--- src/rtl/dynode_baseline.sv ---
// Dynode front end: optional inversion, block-averaged quiet-time baseline,
// and baseline-corrected, zero-clamped 12-bit output for the event detector.
module dynode_baseline #(
  parameter int          AVGSHIFT  = 4,
  parameter int          HOLDOFF   = 32,
  parameter logic [11:0] EXCURSION = 12'd64
) (
  input  logic        clk,
  input  logic        reset,
  input  logic [11:0] adc_raw,
  input  logic        invert,
  input  logic        dyn_indet,
  output logic [11:0] dyn_blcor,
  output logic [11:0] baseline,
  output logic        bl_valid,
  output logic        bl_track
);

  localparam int          SW         = 12 + AVGSHIFT;
  localparam logic [7:0]  HOLDOFF_M1 = 8'(HOLDOFF - 1);

  typedef enum logic [1:0] {
    ST_INIT    = 2'd0,
    ST_TRACK   = 2'd1,
    ST_HOLD    = 2'd2,
    ST_HOLDOFF = 2'd3
  } state_t;

  state_t              state, state_next;
  logic [SW-1:0]       sum, sum_acc;
  logic [AVGSHIFT-1:0] blkcnt;
  logic [7:0]          hocnt, hocnt_next;
  logic [11:0]         adc_d;
  logic                accept, discard, exc, blk_full;

  assign sum_acc  = sum + SW'(adc_d);
  assign blk_full = &blkcnt;
  // 13-bit compare so baseline+EXCURSION never wraps
  assign exc = {1'b0, adc_d} > ({1'b0, baseline} + {1'b0, EXCURSION});

  always_comb begin
    state_next = state;
    hocnt_next = hocnt;
    accept     = 1'b0;
    discard    = 1'b0;
    case (state)
      ST_INIT: begin
        accept = 1'b1;
        if (blk_full) state_next = ST_TRACK;
      end
      ST_TRACK: begin
        if (dyn_indet) begin
          discard    = 1'b1;
          state_next = ST_HOLD;
        end else if (exc) begin
          discard = 1'b1;
        end else begin
          accept = 1'b1;
        end
      end
      ST_HOLD: begin
        if (!dyn_indet) begin
          if (HOLDOFF == 0) begin
            state_next = ST_TRACK;
          end else begin
            state_next = ST_HOLDOFF;
            hocnt_next = HOLDOFF_M1;
          end
        end
      end
      ST_HOLDOFF: begin
        if (dyn_indet) state_next = ST_HOLD;
        else if (hocnt == 8'd0) state_next = ST_TRACK;
        else hocnt_next = hocnt - 8'd1;
      end
      default: state_next = ST_INIT;
    endcase
  end

  always_ff @(posedge clk) begin
    if (!reset) begin
      state     <= ST_INIT;
      sum       <= '0;
      blkcnt    <= '0;
      hocnt     <= '0;
      adc_d     <= '0;
      baseline  <= '0;
      dyn_blcor <= '0;
      bl_valid  <= 1'b0;
      bl_track  <= 1'b0;
    end else begin
      state     <= state_next;
      hocnt     <= hocnt_next;
      bl_track  <= (state_next == ST_TRACK);
      adc_d     <= invert ? (12'd4095 - adc_raw) : adc_raw;
      // Uses the baseline as it stood before this edge's possible update
      dyn_blcor <= (adc_d >= baseline) ? (adc_d - baseline) : 12'd0;
      if (accept) begin
        if (blk_full) begin
          baseline <= sum_acc[SW-1:AVGSHIFT];
          sum      <= '0;
          blkcnt   <= '0;
          bl_valid <= 1'b1;
        end else begin
          sum    <= sum_acc;
          blkcnt <= blkcnt + AVGSHIFT'(1);
        end
      end else if (discard) begin
        sum    <= '0;
        blkcnt <= '0;
      end
    end
  end

endmodule
--- config.mk ---
export PLATFORM = sky130hd
export DESIGN_NAME = dynode_baseline
export DESIGN_NICKNAME = d
export VERILOG_FILES = /design/src/rtl/dynode_baseline.sv
export SDC_FILE = /design/constraint.sdc
export NUM_CORES = 1
export LEC_CHECK = 0
export ABC_AREA = 1
export CORE_MARGIN = 8
export CORE_UTILIZATION = 40
export CTS_BUF_LIST = sky130_fd_sc_hd__clkbuf_4 sky130_fd_sc_hd__clkbuf_8
export DETAILED_ROUTE_END_ITERATION = 8
export PLACE_DENSITY = 0.61
export SLEW_MARGIN = 10
export SYNTH_ARGS = -nofsm -noshare
export SYNTH_HDL_FRONTEND = slang
export SYNTH_SLANG_ARGS = --single-unit
--- constraint.sdc ---
create_clock -name clk -period 3.8 [get_ports clk]
set_input_delay 0.57 -clock clk [delete_from_list [all_inputs] [get_ports clk]]
set_output_delay 0.57 -clock clk [all_outputs]
set_load 0.01 [all_outputs]
Yosys cells after proc, flatten, opt, wreduce, memory -nomap -nowiden
Index checks and enable logic that the tools add are counted.
{"block": "word_totals", "elab_cells": 55, "regBits": 68, "out_inout_bits": 26, "in_bits": 16}
{"block": "classes", "reduce_logical": 8, "order_cmp": 2, "add_sub_neg": 6, "n_eq_ne": 7, "mux": 23}
{"op": "two-way mux 16 bit", "n": 3}
{"op": "two-way mux 8 bit", "n": 3}
{"op": "adder 16 x 12 -> 16 bit", "n": 1}
{"op": "one-hot mux 8 bit (2 select lines)", "n": 1}
{"op": "adder 12 x 7 -> 13 bit (second input constant)", "n": 1}
{"op": "> comparator 12 x 13 -> 1 bit", "n": 1}
{"op": ">= comparator 12 bit", "n": 1}
{"op": "two-way mux 12 bit", "n": 1}
{"op": "two-way mux 4 bit", "n": 3}
{"op": "subtractor 12 bit", "n": 1}
{"op": "subtractor 12 bit (first input constant)", "n": 1}
{"op": "two-way mux 2 bit", "n": 5}
{"op": "logical NOT 8 bit", "n": 1}
{"op": "one-hot mux 2 bit (4 select lines)", "n": 1}
{"op": "AND reduction 4 bit", "n": 2}
{"op": "subtractor 8 x 1 -> 8 bit (second input constant)", "n": 1}
{"op": "inequality test 2 bit (second input constant)", "n": 3}
{"op": "two-way mux 1 bit", "n": 5}
{"op": "AND reduction 5 bit", "n": 1}
{"op": "adder 4 x 1 -> 4 bit (second input constant)", "n": 1}
{"op": "equality test 2 x 1 -> 1 bit (second input constant)", "n": 2}
{"op": "equality test 2 bit (second input constant)", "n": 2}
{"op": "nonzero test 2 bit", "n": 2}
{"op": "logical NOT 2 bit", "n": 1}
{"op": "other kinds (2)", "n": 2}

Logic depth before layout (Yosys ltp)
{"block": "depth", "word_depth": 7, "depth_mapped": 18, "depth_no_buf": 17}

Worst setup path before layout
Ideal clock, no wire load.
{"block": "synth_timing", "kind": "reg2reg", "from": "register baseline[8]", "to": "register baseline[0]", "setup_slack_ns": 1.628, "setup_time_ns": 0.113, "t_arrival_ns": 2.059, "n_path_buf": 1, "stages_incl_launch_ff": 18, "period_less_slack_ns": 2.172, "cell_sequence": "dfxtp_1 > nand3_1 > nor3_1 > xor2_1 > ha_1 > nand2_1 > nand2_1 > nor2_1 > nor2_1 > a21oi_1 > nand2_1 > nand2_1 > nand2_1 > nand2_2 > nand2_4 > buf_6 > nor2_1 > nor2_1"}
{"block": "synth_between", "elab_chain_len": 6}
{"item": "from (decl)", "line": "14", "rtl": "output logic [11:0] baseline,"}
{"item": "from (signal assigned)", "line": "100", "rtl": "baseline <= sum_acc[SW-1:AVGSHIFT];"}
{"item": "adder 12 x 7 -> 13 bit", "line": "39", "rtl": "assign exc = {1'b0, adc_d} > ({1'b0, baseline} + {1'b0, EXCURSION});"}
{"item": "> comparator 12 x 13 -> 1 bit", "line": "39"}
{"item": "two-way mux 1 bit", "line": "55", "rtl": "end else if (exc) begin"}
{"item": "two-way mux 1 bit", "line": "52", "rtl": "if (dyn_indet) begin"}
{"item": "one-hot mux 1 bit (2 select lines)", "line": "46", "rtl": "case (state)"}
{"item": "AND reduction 5 bit (no line)"}
Every way passes these cells.
A chain may end at the register's enable or synchronous reset.

Worst setup path after layout
{"block": "layout_timing", "from": "register baseline[9]", "to": "register baseline[5]"}
The elaborated chain is that of the path after synthesis.

==> flow_metrics.py <==
metrics = {
    "sta": {
        "fin_setup_tns_ns": 0,
        "hold_violations": 0,
        "period_share": 0.729,
        "min_period_ns": 2.77,
        "clock.fmax_ghz": 0.361,
        "drv_slew": 0,
        "fin_skew_ns": 0.0172,
        "slew_headroom": 0.378,
        "rsz0062_at_grt": "no",
        "setup_viol": 0,
        "whs_ns": 0.460,
        "setup_ws_ns": 1.03,
        "worstMarginPinSlew_ns": 0.931,
    },
    "setup_path": {
        "cp.required_ns": 4.04,
        "crit_path_start_kind": "register",
        "r2r_slack_ns": 1.03,
        "crit_type": "register to register",
        "end_kind": "register",
        "r2r-end": "baseline[5]",
        "ff2ff_path_depth": 16,
        "critPathArrivalTime_ns": 3.01,
        "path_max_fanout": 25,
        "r2r_start": "baseline[9]",
    },
    "global_route": {
        "grt_antenna_before_repair": 0,
        "grt_pass1_vias": 3632,
        "grt_use_met3": 0.0290,
        "grt_pass1_wl_mm": 17.0,
        "grt_util_met2": 0.255,
        "grt_overflow": 0,
        "grt_usage": 0.158,
        "use_met1": 0.205,
        "grt_max_degree": 39,
        "gr-max-usage-layer": "met2",
    },
    "floorplan": {
        "initial_core_util": 0.413,
        "ios": 42,
        "num_rows": 36,
        "die_h_um": 117,
        "die_w_um": 117,
        "die_area_um2": 13600,
        "core_area_um2": 9820,
    },
    "cts": {
        "postCtsSetupRepairBufs": 0,
        "htree_levels": 3,
        "cts.reportedPaths.clkPinSlew_ns": 0.09,
        "cts_resized": 0,
        "clk_latency_ns": 0.36,
        "cts_tree": "yes",
        "cts_hold_buf": 0,
        "cts-root-buf": "clkbuf_8",
        "cts_buffer_depth": 2,
        "cts_buffers": 9,
        "clock_sinks": 68,
    },
    "synth": {
        "synth_seq_area_share": 0.336,
        "synth_area_leaders": "dfxtp_1 34%, nand2_1 14%, ha_1 10%",
        "synth.distinct_cells": 32,
        "synth_nets": 633,
        "synth_top_area_cell": "dfxtp_1",
        "synth-seq-cells": 68,
        "synthesis.area_um2": 4050,
        "yosysWarnings": 0,
        "synth_top_area_share": 0.336,
        "syn-mean-instance-area_um2": 6.96,
        "syn_inst": 582,
    },
    "detailed_routing": {
        "num_vias": 3736,
        "via_per_inst": 4.92,
        "wire_per_inst_um": 13.6,
        "wirelength_mm": 10.3,
        "drc": 0,
        "first_pass_iters": 5,
        "antenna_left": 0,
        "first_iter_violations": 235,
    },
    "run": {
        "drv_cap": 0,
    },
    "final_layout": {
        "fillers": 1025,
        "syn2layout_area_growth_pct": 17.2,
        "area.sequential_um2": 1360,
        "multi_input_area_um2": 2380,
        "drive_gt1_frac": 0.0415,
        "diodes": 0,
        "final_cell_count_no_fill": 759,
        "nets": 672,
    },
    "hold_path": {
        "hold_start": "bl_valid",
        "holdPathStages": 2,
        "min_path_type": "register to register",
        "whs_endpoint": "bl_valid",
    },
    "place": {
        "preCtsSetupSlack_ns": 1.08,
        "placedCellCount": 743,
        "gp_congestion": 0.914,
        "port-buffer-count": 41,
        "hpwl_mm": 7.85,
    },
    "power_and_ir_drop": {
        "ir_worst_vdd_v": 0.000211,
        "p_leak_nw": 2.31,
        "fin_total_pwr_w": 0.00188,
        "powerDensity_nw_per_um2": 395,
    },
    "run_status": {
        "outcome": "finished clean",
    },
}
worst max-delay path, cell delays in order (launching register included):
cell and delay [ns]:
dfxtp_1 0.43, inv_1 0.11, nor3_1 0.23, xor2_1 0.17, ha_1 0.27, nand2_1 0.08, nand2_1 0.04, nor2_1 0.11
nor2_1 0.06, a21oi_1 0.11, nand2_1 0.06, nand2_1 0.07, nand2_1 0.06, nand2_2 0.34, nand2_4 0.26, nor2_1 0.18
nor2_1 0.06
flip-flops by register name, indices dropped and copies added, names as in the netlist:
name and flops:
blkcnt 4, state 2, sum 16, bl_valid 1
hocnt 8, adc_d 12, dyn_blcor 12, baseline 12
bl_track 1
worst max-delay path by stage:
stage | start | end | slack [ns] | cells after the start
after floorplan | baseline[8] | baseline[0] | 1.63 | 17
after global placement | baseline[8] | baseline[9] | 1.15 | 17
after detailed placement | baseline[8] | baseline[5] | 1.08 | 16
after CTS | baseline[8] | baseline[5] | 1.06 | 16
after global routing | baseline[9] | baseline[11] | 0.68 | 17
final | baseline[9] | baseline[5] | 1.03 | 16
cell usage in the layout, fill, tap and decap left out:
cell type	count
nand2_1	151
nor2_1	87
dfxtp_1	68
inv_1	60
a21oi_1	48
clkdlybuf4s50_1	41
ha_1	33
nand3_1	32
xor2_1	19
xnor2_1	18
o21ai_0	11
clkbuf_8	11
nand3b_1	7
nor3_1	5
a31oi_1	5
nand4_1	4
or2_2	3
clkinvlp_4	3
a21o_1	2
o21bai_1	2
and2_1	2
fa_1	2
buf_4	2
nand3_2	1
inv_2	1
nor2_2	1
nand2_2	1
nand2_4	1
a21boi_0	1
a221oi_1	1
a211oi_1	1
clkinv_4	1
clkinv_2	1
cell usage after synthesis, drive strengths merged:
cell      n
nand2   153
nor2     88
dfxtp    68
inv      61
a21oi    48
ha       33
nand3    33
xor2     19
xnor2    18
o21ai    11
buf       9
nand3b    7
clkbuf    6
a31oi     5
nor3      5
nand4     4
or2       3
a21o      2
and2      2
fa        2
o21bai    2
a211oi    1
a21boi    1
a221oi    1
kinds of logic after synthesis:
logic type | Yosys count | share of synthesized area
fa+ha+maj | 35 | 0.112
flops | 68 | 0.336
buf+inv | 76 | 0.0769
simple gates | 295 | 0.301
xor+xnor | 37 | 0.0800
compound gates | 71 | 0.0939
layer usage:
metal,routed length [µm],vias up
met5,0,-
met4,160,0
met3,503,12
met2,4480,89
met1,5180,1706
li1,-,1929
where the power goes:
| part | switching [W] | total (W) | internal [W] |
|---|---|---|---|
| Combinational | 0.000282 | 0.000485 | 0.000203 |
| Clock | 0.000306 | 0.000578 | 0.000272 |
| Sequential | 0.0000412 | 0.000814 | 0.000773 |
| Total | 0.000629 | 0.00188 | 0.00125 |
layout make-up:
class / instances / area share
flip-flops and latches: 68 / 0.287
clock inverters: 5 / 0.00764
repair buffers: 43 / 0.0896
clock buffers: 11 / 0.0319
well taps: 133 / 0.0350
multi-input cells: 438 / 0.501
inverters: 61 / 0.0482
stage by stage:
stage                     instance area, µm²  utilization
final                                   4750        0.484
after global routing                    4750        0.484
after CTS                               4750        0.484
after detailed placement                4560        0.464
after global placement                  4560        0.464
after floorplan                         4050            -
Power figures use the tool's default switching activity.
==> RTL change: new RTL, same settings <==
Reset style: asynchronous (`reset`), changed in one clocked block.
--- a/src/rtl/dynode_baseline.sv
+++ b/src/rtl/dynode_baseline.sv
@@ -78,5 +78,5 @@
   end
 
-  always_ff @(posedge clk) begin
+  always_ff @(posedge clk or negedge reset) begin
     if (!reset) begin
       state     <= ST_INIT;
Behaviour: differs if reset is asserted again (counterexample within 4 cycles, from zero or initial values and one cycle with reset low); with reset held inactive, the same outputs for 10 cycles.
==> RTL change against the original RTL <==
  * Wire length is 5.3% higher
  * Synthesized cell count rose by 2.4%
  * Area after synthesis grew 11%
  * Sequential cell count stayed put
  * Largest cell class unchanged
  * Worst setup slack better by 150 ps
  * Clock skew decreased by 5.1 ps
  * Design area up 10%
  * Critical path type unchanged
Power is not compared: it rests on default switching activity, and its combinational part moved more than twofold at a synthesized area within 25%.
==> RTL change: results (changes against the original RTL) <==
[final_layout]
drive_gt1_frac=0.06211  ; was 0.04153
multi_input_area_mm2=0.002420  ; was 0.002379 mm^2
final_nets=690  ; was 672
fillCellCount=1103  ; was 1025

[placed_design]
placed_area_mm2=0.005025  ; was 0.004561 mm^2
dp_hpwl_mm=8.474  ; was 7.846 mm
gp_congestion=0.8662  ; was 0.9141

[routing]
drt_pass1_iterations=4  ; was 5
drtIter0Drc=217  ; was 235

[sta]
max_freq_mhz=382.1  ; was 360.8 MHz
fin_worst_skew_ps=12.15  ; was 17.25 ps

[global_routing]
grt_max_degree=45  ; was 39
grt_pass1_wl_mm=18.51  ; was 16.98 mm
grtUsageTotal=0.1578  ; about the same
grt_pass1_vias=3682  ; was 3632

[worst_setup_path]
r2r_slack_ps=1180  ; was 1030 ps
worst-path-max-fanout=19  ; was 25
worstPathArrival_ps=2880  ; was 3010 ps
endpoint=sum[3]  ; was baseline[5]

[outcome]
status=finished clean  ; unchanged

[min_path]
holdCritPathClass=primary input to asynchronous set/reset pin  ; was register to register

[synthesis]
synth.area.top_cells=dfrtp_1 38%, nand2_1 17%, ha_1 9.2%  ; was dfxtp_1 34%, nand2_1 14%, ha_1 10%
syn_inst=596  ; was 582
synth_fp_nets=647  ; was 633

[clock_tree]
path_clk_slew_ps=70  ; was 90 ps

## RTL change: cell types whose count changed after synthesis, sizes merged, moves of 27 or more
cell   delta
nand2    +51
a21oi    -27
dfrtp    +68
nor2     -50
dfxtp    -68
## RTL change: cell families after synthesis
logic type / Yosys count / synth area share
buffers and inverters: 94 / 0.08347
and+or+nand+nor: 303 / 0.2863
DFF: 68 / 0.3784
AOI/OAI and AO/OA: 63 / 0.08681
xor gates and xnor gates: 33 / 0.06427
adders and majority gates: 35 / 0.1007
## RTL change: critical path, stage by stage, from the launching register on
cell	delay [ps]
dfrtp_1	460
ha_1	240
nand3_2	110
xor2_1	170
ha_1	300
nand2_1	70
nor2_1	80
nand2_1	60
nor2_1	210
nand3_2	110
nand3_2	90
nand2_4	130
nand2_4	260
inv_1	100
nand2_1	70
nand2_1	40
## RTL change: cell type report
cell class | count | area share
multi-input combinational | 434 | 0.4630
sequential | 68 | 0.3256
timing repair buffer | 42 | 0.07900
inverter | 84 | 0.06033
tap | 140 | 0.03352
clock buffer | 12 | 0.02921
clock inverter | 4 | 0.009337
## RTL change: how the worst min path moves through the flow
stage / start / endpoint / slack (ps)
after CTS: reset / hocnt[2] / 220
after global placement: bl_valid / bl_valid / 460
after floorplan: reset / adc_d[0] / 270
after global routing: reset / hocnt[2] / 250
final: reset / hocnt[2] / 200
after detailed placement: bl_valid / bl_valid / 460
## RTL change: per-layer routing
layer | up-vias | GRT usage | wire [um]
met4 | 0 | 0.06014 | 153
met5 | - | 0 | 0
met2 | 79 | 0.2357 | 4676
met3 | 13 | 0.04396 | 686
li1 | 1971 | - | -
met1 | 1760 | 0.2119 | 5346
